## src/rtl/rvc_asap_5pl_fpga_in_cond.sv

```systemverilog
// Input conditioning for the CR memory: 2-flop synchronizer plus per-channel
// debounce for the board buttons and switches, with press / change pulses.
module rvc_asap_5pl_fpga_in_cond #(
    parameter int unsigned DEBOUNCE_CYCLES = 50000,
    parameter bit          BTN_ACTIVE_LOW  = 1'b1,
    parameter int unsigned SW_W            = 10
) (
    input  logic            Clock,
    input  logic            Rst,
    input  logic            Button_0_raw,
    input  logic            Button_1_raw,
    input  logic [SW_W-1:0] Switch_raw,
    output logic            Button_0,
    output logic            Button_1,
    output logic [SW_W-1:0] Switch,
    output logic            Button_0_press,
    output logic            Button_1_press,
    output logic            Switch_chg
);

    localparam int unsigned    NCH     = SW_W + 2;
    localparam int unsigned    CNT_W   = (DEBOUNCE_CYCLES > 1) ? $clog2(DEBOUNCE_CYCLES) : 1;
    localparam logic [CNT_W-1:0] CNT_MAX = CNT_W'(DEBOUNCE_CYCLES - 1);

    // Channel map: bit 0 = button 0, bit 1 = button 1, bits NCH-1:2 = switches.
    logic [NCH-1:0]   ch_in;
    logic [NCH-1:0]   s1_q, s2_q;
    logic [NCH-1:0]   st_q, st_d;
    logic [CNT_W-1:0] cnt_q [NCH];
    logic [CNT_W-1:0] cnt_d [NCH];
    logic             b0_press_q, b0_press_d;
    logic             b1_press_q, b1_press_d;
    logic             sw_chg_q, sw_chg_d;

    always_comb begin
        ch_in = {Switch_raw,
                 Button_1_raw ^ BTN_ACTIVE_LOW,
                 Button_0_raw ^ BTN_ACTIVE_LOW};
    end

    always_comb begin
        st_d = st_q;
        for (int unsigned i = 0; i < NCH; i++) begin
            cnt_d[i] = '0;
            if (s2_q[i] != st_q[i]) begin
                if (cnt_q[i] == CNT_MAX) begin
                    st_d[i] = s2_q[i];
                end else begin
                    cnt_d[i] = cnt_q[i] + 1'b1;
                end
            end
        end
        // Pulses are registered alongside st so they align with the new level.
        b0_press_d = st_d[0] & ~st_q[0];
        b1_press_d = st_d[1] & ~st_q[1];
        sw_chg_d   = |(st_d[NCH-1:2] ^ st_q[NCH-1:2]);
    end

    always_ff @(posedge Clock or negedge Rst) begin
        if (!Rst) begin
            s1_q       <= '0;
            s2_q       <= '0;
            st_q       <= '0;
            b0_press_q <= 1'b0;
            b1_press_q <= 1'b0;
            sw_chg_q   <= 1'b0;
            for (int unsigned i = 0; i < NCH; i++) begin
                cnt_q[i] <= '0;
            end
        end else begin
            s1_q       <= ch_in;
            s2_q       <= s1_q;
            st_q       <= st_d;
            b0_press_q <= b0_press_d;
            b1_press_q <= b1_press_d;
            sw_chg_q   <= sw_chg_d;
            for (int unsigned i = 0; i < NCH; i++) begin
                cnt_q[i] <= cnt_d[i];
            end
        end
    end

    assign Button_0       = st_q[0];
    assign Button_1       = st_q[1];
    assign Switch         = st_q[NCH-1:2];
    assign Button_0_press = b0_press_q;
    assign Button_1_press = b1_press_q;
    assign Switch_chg     = sw_chg_q;

endmodule

```

## config.mk

```make
export PLATFORM = sky130hd
export DESIGN_NAME = rvc_asap_5pl_fpga_in_cond
export DESIGN_NICKNAME = d
export VERILOG_FILES = /design/src/rtl/rvc_asap_5pl_fpga_in_cond.sv
export SDC_FILE = /design/constraint.sdc
export NUM_CORES = 1
export LEC_CHECK = 0
export CORE_ASPECT_RATIO = 0.7
export CORE_UTILIZATION = 50
export CTS_CLUSTER_SIZE = 14
export DETAILED_ROUTE_END_ITERATION = 6
export PLACE_DENSITY = 0.69
export SLEW_MARGIN = 20
export SYNTH_ARGS = -nofsm -noshare
export SYNTH_HDL_FRONTEND = slang
export SYNTH_SLANG_ARGS = --single-unit
```

## constraint.sdc

```tcl
create_clock -name Clock -period 1.6 [get_ports Clock]
set_input_delay 0.16 -clock Clock [delete_from_list [all_inputs] [get_ports Clock]]
set_output_delay 0.16 -clock Clock [all_outputs]
set_load 0.005 [all_outputs]
```

After elaboration in Yosys (flattened, before gate mapping) --
Cells that the tools add are included.
Storage, ports and cells: register bits 231, input port bits 14, word-level logic and storage cells 110
Operators by class: add/sub/neg operators 12, equal/unequal tests 24, multiplexer cells 48, bitwise logic cells 7, reduce and logical (&&, ||, !) cells 1
Operators by type and width (count):
- 16-bit two-way mux | 24
- 16-bit by 1-bit adder with 16-bit output (second input constant) | 12
- 16-bit equality test (second input constant) | 12
- 1-bit two-way mux | 24
- 1-bit != test | 12
- 10-bit OR reduction | 1
- 10-bit bitwise XOR | 1
- 1-bit inverter | 4
- 1-bit AND | 2

Longest topological paths before layout --
word-level depth 5, gate-level depth with buffers 6

Worst setup path after synthesis --
Ideal clock, no wire load.
path kind reg2reg, start point register cnt_q[144] in the netlist's numbering, end point register sw_chg_q, in the netlist Switch_chg, setup time 0.138 ns, data arrival time 1.572 ns, path slack -0.111 ns, stages on the path, launching flop included 7, path through dfrtp_1 ha_1 and3_1 nand4_1 o22ai_1 a21o_1 or4_1
On the way: word-level cells in the longest chain between the ends 5
RTL lines:
- start, declared | RTL line 29 | logic [CNT_W-1:0] cnt_q [NCH];
- start signal, assigned by index | RTL line 78 | cnt_q[i] <= cnt_d[i];
- 16-bit equality test | RTL line 46 | if (cnt_q[i] == CNT_MAX) begin
- 1-bit two-way mux | RTL line 46
- 1-bit two-way mux | RTL line 45 | if (s2_q[i] != st_q[i]) begin
- 10-bit bitwise XOR | RTL line 56 | sw_chg_d = |(st_d[NCH-1:2] ^ st_q[NCH-1:2]);
- 10-bit OR reduction | RTL line 56
- net sw_chg_d | RTL line 33 | logic sw_chg_q, sw_chg_d;
- end signal, assigned | RTL line 76 | sw_chg_q <= sw_chg_d;
- end, declared | RTL line 33
The timed path passes the listed nets, and every way through them passes these cells.

Worst setup path after layout --
start point register cnt_q[145] in the netlist's numbering, end point register sw_chg_q, in the netlist Switch_chg
Same word-level chain as after synthesis.

==> run_results.csv <==
group,metric,value,unit
synthesis,synth_edf_count,0,
layout,syn_to_final_growth,30.2,%
critical_path,cpLargestDelayFamily,"simple AND/OR/NAND/NOR gates",
run_status,status,"finished with violations",
pwr,peakVddDrop,0.760,mV
clocking,cts_max_level,1,
critical_path,critical_path_cell_count,6,
synthesis,yosys-top-cells-area,"dfrtp_1, nor2_1, xor2_1",
global_routing,grt_pass1_wl,34200,µm
timing,drv_slew,0,
timing,setup_viol,1,
synthesis,yosysTopAreaCell,"dfrtp_1",
global_routing,grt_max_degree,49,
clocking,cts_made_buffers,23,
synthesis,netlist_area,0.0103,mm²
timing,fin_skew,0.0166,ns
run_status,violations,"negative setup slack",
floorplanning,coreArea,0.0200,mm²
pwr,cellPowerDensity,922,mW/mm²
timing,setup-tns-final,-0.113,ns
floorplanning,dieWidth,174,µm
clocking,clk_latency,0.52,ns
critical_path,critical_path.endpoint_type,"flip-flop",
critical_path,critical-path-slowest-cell,"or4_1",
floorplanning,rows,43,
critical_path,slowest_delay,0.46,ns
critical_path,cp.required,1.98,ns
synthesis,ys_ff_latch,231,
detailed_routing,routedWlPerCell,13.6,µm
hold_path,min_path_type,"input port to flip-flop",
timing,hold_viol_final,0,
synthesis,yosysWarnings,0,
detailed_routing,first_iter_violations,374,
flow_run,max_cap_viol_count,0,
place,place_hpwl,13500,µm
timing,slew_headroom,73.8,%
clocking,root_buffer,"clkbuf_16",
floorplanning,initial_core_util,51.6,%
critical_path,cp_cell_sequence,"ha_2, and3_4, nand4_1, o22ai_2, a21o_1, or4_1",
timing,worstMarginPinSlew,0.393,ns
critical_path,path_max_fanout,2,
synthesis,ys.flop_type,"dfrtp_1",
synthesis,syn_inst,998,
hold_path,holdPathStages,1,
detailed_routing,via_count,7473,
layout,stdcell_count,1490,
detailed_routing,first_pass_iters,5,
global_routing,antenna_found_initial,0,
clocking,clock_sinks,231,
timing,period_needed,1.71,ns
detailed_routing,postRouteWirelength,20200,µm
detailed_routing,drc,0,
global_routing,grt_overflow,0,
critical_path,arrival,2.10,ns
clocking,clock_path_buffers,3,
floorplanning,fp.dieH,122,µm
critical_path,setup.worst_path.start_class,"flip-flop",
timing,rsz0062_at_grt,"yes",
synthesis,synth.distinct_cells,37,
critical_path,cp.buffers_inverters,0,
synthesis,synth_common_cells,"dfrtp_1, nor2_1, xor2_1, xnor2_1, nand3_1",
timing,period_share,107,%
timing,fin_ws,-0.113,ns
pwr,p_leak,6.12,nW
synthesis,yosysSeqAreaShare,55.9,%
place,gp_congestion,0.824,
clocking,cts_tree,"built",
detailed_routing,via_per_inst,5.02,
critical_path,reg2reg_depth,6,
layout,drive_gt1_share,23.0,%
pwr,power,12.4,mW
synthesis,synth_top_area_share,55.9,%
synthesis,synth.most_common_cell,"dfrtp_1",
layout,insertedDiodeCount,0,
place,io_buffers,28,
synthesis,syn_area_per_cell,10.4,µm²
floorplanning,ios,29,
layout,fin_nets,1231,
synthesis,async_flop_share,100,%
place,dp_cells,1434,
timing,max_freq,0.584,GHz
synthesis,synth_nets,1024,
critical_path,critical_path_class,"flip-flop to flip-flop",
detailed_routing,ant_nets,0,
clocking,clkSlewWorstSetupHoldPaths,0.06,ns
floorplanning,die_area,0.0213,mm²
global_routing,grt_pass1_vias,7348,
global_routing,grt.total_usage,19.4,%
==> stage by stage <==
step           instance area [µm²]  worst slack (ns)  hold WS, ns  util, %
4_1_cts                      13100           -0.0888       0.0579     65.3
6_report                     13500            -0.113       0.0749     67.2
5_1_grt                      13500            -0.151       0.0690     67.2
2_1_floorplan                10400           -0.0473       -0.136        -
3_3_place_gp                 12200           -0.0637        0.100     60.8
3_5_place_dp                 12200            -0.106        0.100     60.8
==> sequential cells by signal (all words and copies together) (netlist names) <==
register and count:
st_q 12, Button_0_press 1, cnt_q 192, s2_q 12, Switch_chg 1, s1_q 12
Button_1_press 1
==> what timing repair did <==
item,4_1_cts,5_1_grt
pin swaps,2,20
endpoints found under the setup margin,41,153
resized for setup,11,62
hold buffers,1,0
buffers inserted,6,7
gates cloned,0,2
endpoints found under the hold margin,231,0
==> cell type report <==
type,instances,area [µm²]
timing repair buffer,193,1700
sequential,231,5790
clock inverter,8,144
multi-input combinational,737,4740
tap,270,338
clock buffer,32,669
fill,1548,6560
inverter,19,71.3
==> worst paths after layout <==
kind | startpoint | to | slack, ns
max | cnt_q[145] | Switch_chg | -0.11
min in group asynchronous | Rst | cnt_q[58] | 0.16
min reg2reg | s1_q[6] | s2_q[6] | 0.35
max reg2reg | cnt_q[145] | Switch_chg | -0.11
min | Switch_raw[5] | s1_q[7] | 0.07
max in group asynchronous | Rst | s2_q[9] | 0.86
==> routing by layer <==
layer,part of all wire [%],track usage (%),vias to the layer above
met5,0,0,-
met3,3.4,3.07,30
met2,44,29.8,91
met1,51,29.1,3579
li1,-,-,3773
met4,1.9,4.66,0
==> placed cells by master, fill, tap and decap left out, drive strengths merged, types with 12 or more instances in the layout <==
cell type,synthesis,routed
buf,12,164
xor2,95,95
ha,12,12
nor3,37,37
dfrtp,231,231
nand4,40,40
nand2,66,67
clkbuf,0,33
nor2,225,225
nand3,77,77
inv,19,20
xnor2,86,86
and3,41,41
clkdlybuf4s50,0,19
==> report_power, final <==
group	internal, mW	total, mW	leakage, nW	switching [mW]
sequential	5.95	6.02	3.13	0.0768
clock	3.56	5.78	0.403	2.22
combinational	0.282	0.595	2.59	0.313
==> worst reg2reg max path, cell delays in order (launching register included) <==
cell and delay (ns):
dfrtp_1 0.40, ha_2 0.20, and3_4 0.15, nand4_1 0.11, o22ai_2 0.09, a21o_1 0.18
or4_1 0.46
==> logic make-up (layout without fill, tap and decap cells) <==
kind of cell / count (synthesis) / in the layout / synth area share, %
flip-flops: 231 / 231 / 55.9
multiplexers: 11 / 11 / 1.20
XOR/XNOR: 181 / 181 / 15.3
AND/OR/NAND/NOR: 523 / 524 / 24.2
AO/OA/AOI/OAI: 9 / 9 / 0.557
adder cells (fa/ha/maj): 12 / 12 / 1.45
buffers and inverters: 31 / 252 / 1.33
(Power assumes the default switching activity.)
==> variant: new RTL, same settings <==
The parameter `SW_W` goes from 10 to 8.
--- a/src/rtl/rvc_asap_5pl_fpga_in_cond.sv
+++ b/src/rtl/rvc_asap_5pl_fpga_in_cond.sv
@@ -3,7 +3,7 @@
 module rvc_asap_5pl_fpga_in_cond #(
     parameter int unsigned DEBOUNCE_CYCLES = 50000,
     parameter bit          BTN_ACTIVE_LOW  = 1'b1,
-    parameter int unsigned SW_W            = 10
+    parameter int unsigned SW_W            = 8
 ) (
     input  logic            Clock,
     input  logic            Rst,
Ports: changed (resized Switch and Switch_raw); port bits go from 29 to 25. The function was not compared with the original's and may differ.
==> variant against the unedited design <==
  * The run still ends with setup timing left
  * Critical path depth decreased by 2
  * Total power decreased by 21%
  * Design area down 11%
  * Sequential cell count down 38
  * Area after synthesis shrank 13%
  * Worst setup slack got worse by 0.086 ns
  * Wire length shrank 5.6%
  * Cell count is 13% lower
  * Critical endpoint is now st_q[7]
  * Largest cell class unchanged
==> variant: results (changes against the unedited design) <==
INFO  metric outcome = finished, violations left
INFO  metric violations = setup timing
INFO  metric vias_in_the_first_global_route = 6625 (-9.8%)
INFO  metric grt_start_max_net_pins = 54 (+10%)
INFO  metric clk_latency = 0.44 ns (-0.08 ns)
INFO  metric clock_tree.htree_level_count = 4 (+3)
INFO  metric dpl.hpwl = 12480 microns (-7.4%)
INFO  metric synth-compound-area-share = 0.02956 (+0.02399)
INFO  metric internal_power = 7431 uW (-24%)
INFO  metric critical_path.slowest_cell = sky130_fd_sc_hd__or4b_4
INFO  metric fillerInstances = 1229 (-21%)
INFO  metric tap_cells = 231 (-14%)
INFO  metric n_multi_input_combinational_cell = 630 (-15%)
INFO  metric sequential_cell_total = 193 (-16%)
INFO  metric vdd_ir_drop_max = 647.1 uV (-15%)
INFO  metric slowest_delay = 0.56 ns (+0.10 ns)
INFO  metric postRouteWirelength = 19110 microns (-5.6%)
INFO  metric finalSetupViolCount = 36 (+35)
INFO  metric globalRouteTotalUtil = 0.2142 (+0.01991)
INFO  metric worst_hold_path_type = in2reg
INFO  metric final.setup.worst_slack = -0.1997 ns (-0.08623 ns)
INFO  metric post_synth_most_frequent_cells = sky130_fd_sc_hd__dfrtp_1 (193), sky130_fd_sc_hd__nor2_1 (138), sky130_fd_sc_hd__xnor2_1 (86)
INFO  metric postLayoutCoreUtil = 0.6929 (+0.02090)
INFO  metric ys_seq_area_frac = 0.5383 (-0.02111)
INFO  metric globalplace.congestion = 0.8317 (+0.95%)
INFO  metric multi_input_logic_portion_of_the_cell_area = 0.3807 (+0.02809)
INFO  metric finalNetCount = 1077 (-13%)
INFO  metric layout-drive-gt1-share = 0.3062 (+0.07585)
INFO  metric cts.path.max_buffers = 2 (-1)
INFO  metric area_share_nonclk_buffers = 0.1368 (+0.01059)
INFO  metric tightestPinTransition = 0.6497 ns (+0.2563 ns)
INFO  metric clk_share = 0.04845 (-0.01201)
INFO  metric cp.arrival = 2.12 ns (+0.02 ns)
INFO  metric synthTopCellsByArea = sky130_fd_sc_hd__dfrtp_1 (54%), sky130_fd_sc_hd__xnor2_1 (8.4%), sky130_fd_sc_hd__nor2_1 (5.8%)
INFO  metric port_buffers = 24 (-14%)
INFO  metric dpl_cell_area = 10590 sq um (-13%)
INFO  metric detail_route.iter0.violations = 448 (+20%)
INFO  metric synthAdderAreaFrac = 0.01395 (-0.0005845)
INFO  metric pre_cts_ws = -0.2155 ns (-0.1099 ns)
INFO  metric synth-xor-area-share = 0.1279 (-0.02553)
INFO  metric final.signal_inverter_count = 26 (+7)
INFO  metric grt_first_pass_wirelength = 31570 microns (-7.8%)
INFO  metric net_count_after_synthesis = 883 (-14%)
INFO  metric worst_clock_skew = 0.01047 ns (-0.006088 ns)
INFO  metric synthesis.area_per_instance = 10.42 sq um (+0.64%)
INFO  metric vias_per_cell = 5.329 (+6.3%)
## variant: cell types whose count changed in the layout (fill, tap and decap cells not counted), sizes merged, moves of 23 or more
cell / before / now
nor4: 1 / 28
nand3: 77 / 47
nor2: 225 / 148
xor2: 95 / 45
dfrtp: 231 / 193
and3: 41 / 18
## variant: metal layers
metal	track usage	wire [microns]
met4	0.05535	145
met3	0.04926	577
met5	0	0
met1	0.3170	9664
met2	0.3176	8720
## variant: power by group through the flow
| stage | Clock, uW | Combinational [uW] | Sequential, uW |
|---|---|---|---|
| floorplan | 0 | 171 | 5120 |
| global placement | 0 | 418 | 5130 |
| detailed placement | 0 | 425 | 5130 |
| CTS | 4280 | 461 | 5040 |
| global route | 4470 | 577 | 5050 |
| finish | 4180 | 515 | 5040 |
## variant: repair_timing
action	in CTS	in global routing
buffers inserted	11	15
hold buffers	1	0
endpoints found under the hold margin	44	0
setup endpoints to repair	52	155
pin swaps	17	50
gates cloned	1	1
resized for setup	31	112
## variant: cells by family (layout without fill, tap and decap cells)
logic type | Yosys count | after routing
AOI/OAI and AO/OA | 44 | 44
adders and majority gates | 10 | 10
buffers and inverters | 39 | 245
muxes | 9 | 9
xor gates and xnor gates | 131 | 131
DFF | 193 | 193
and+or+nand+nor | 435 | 436
## variant: worst paths after layout
check / start / to / slack, ns / depth (start not counted)
worst max-delay path: cnt_q[36] / st_q[7] / -0.20 / 4
worst min-delay path: Switch_raw[3] / s1_q[5] / 0.16 / 1
worst max register to register: cnt_q[36] / st_q[7] / -0.20 / 4
worst min register to register: s1_q[3] / s2_q[3] / 0.35 / 0
max in group asynchronous: Rst / cnt_q[0] / 0.73 / 3
min in group asynchronous: Rst / cnt_q[147] / 0.24 / 2
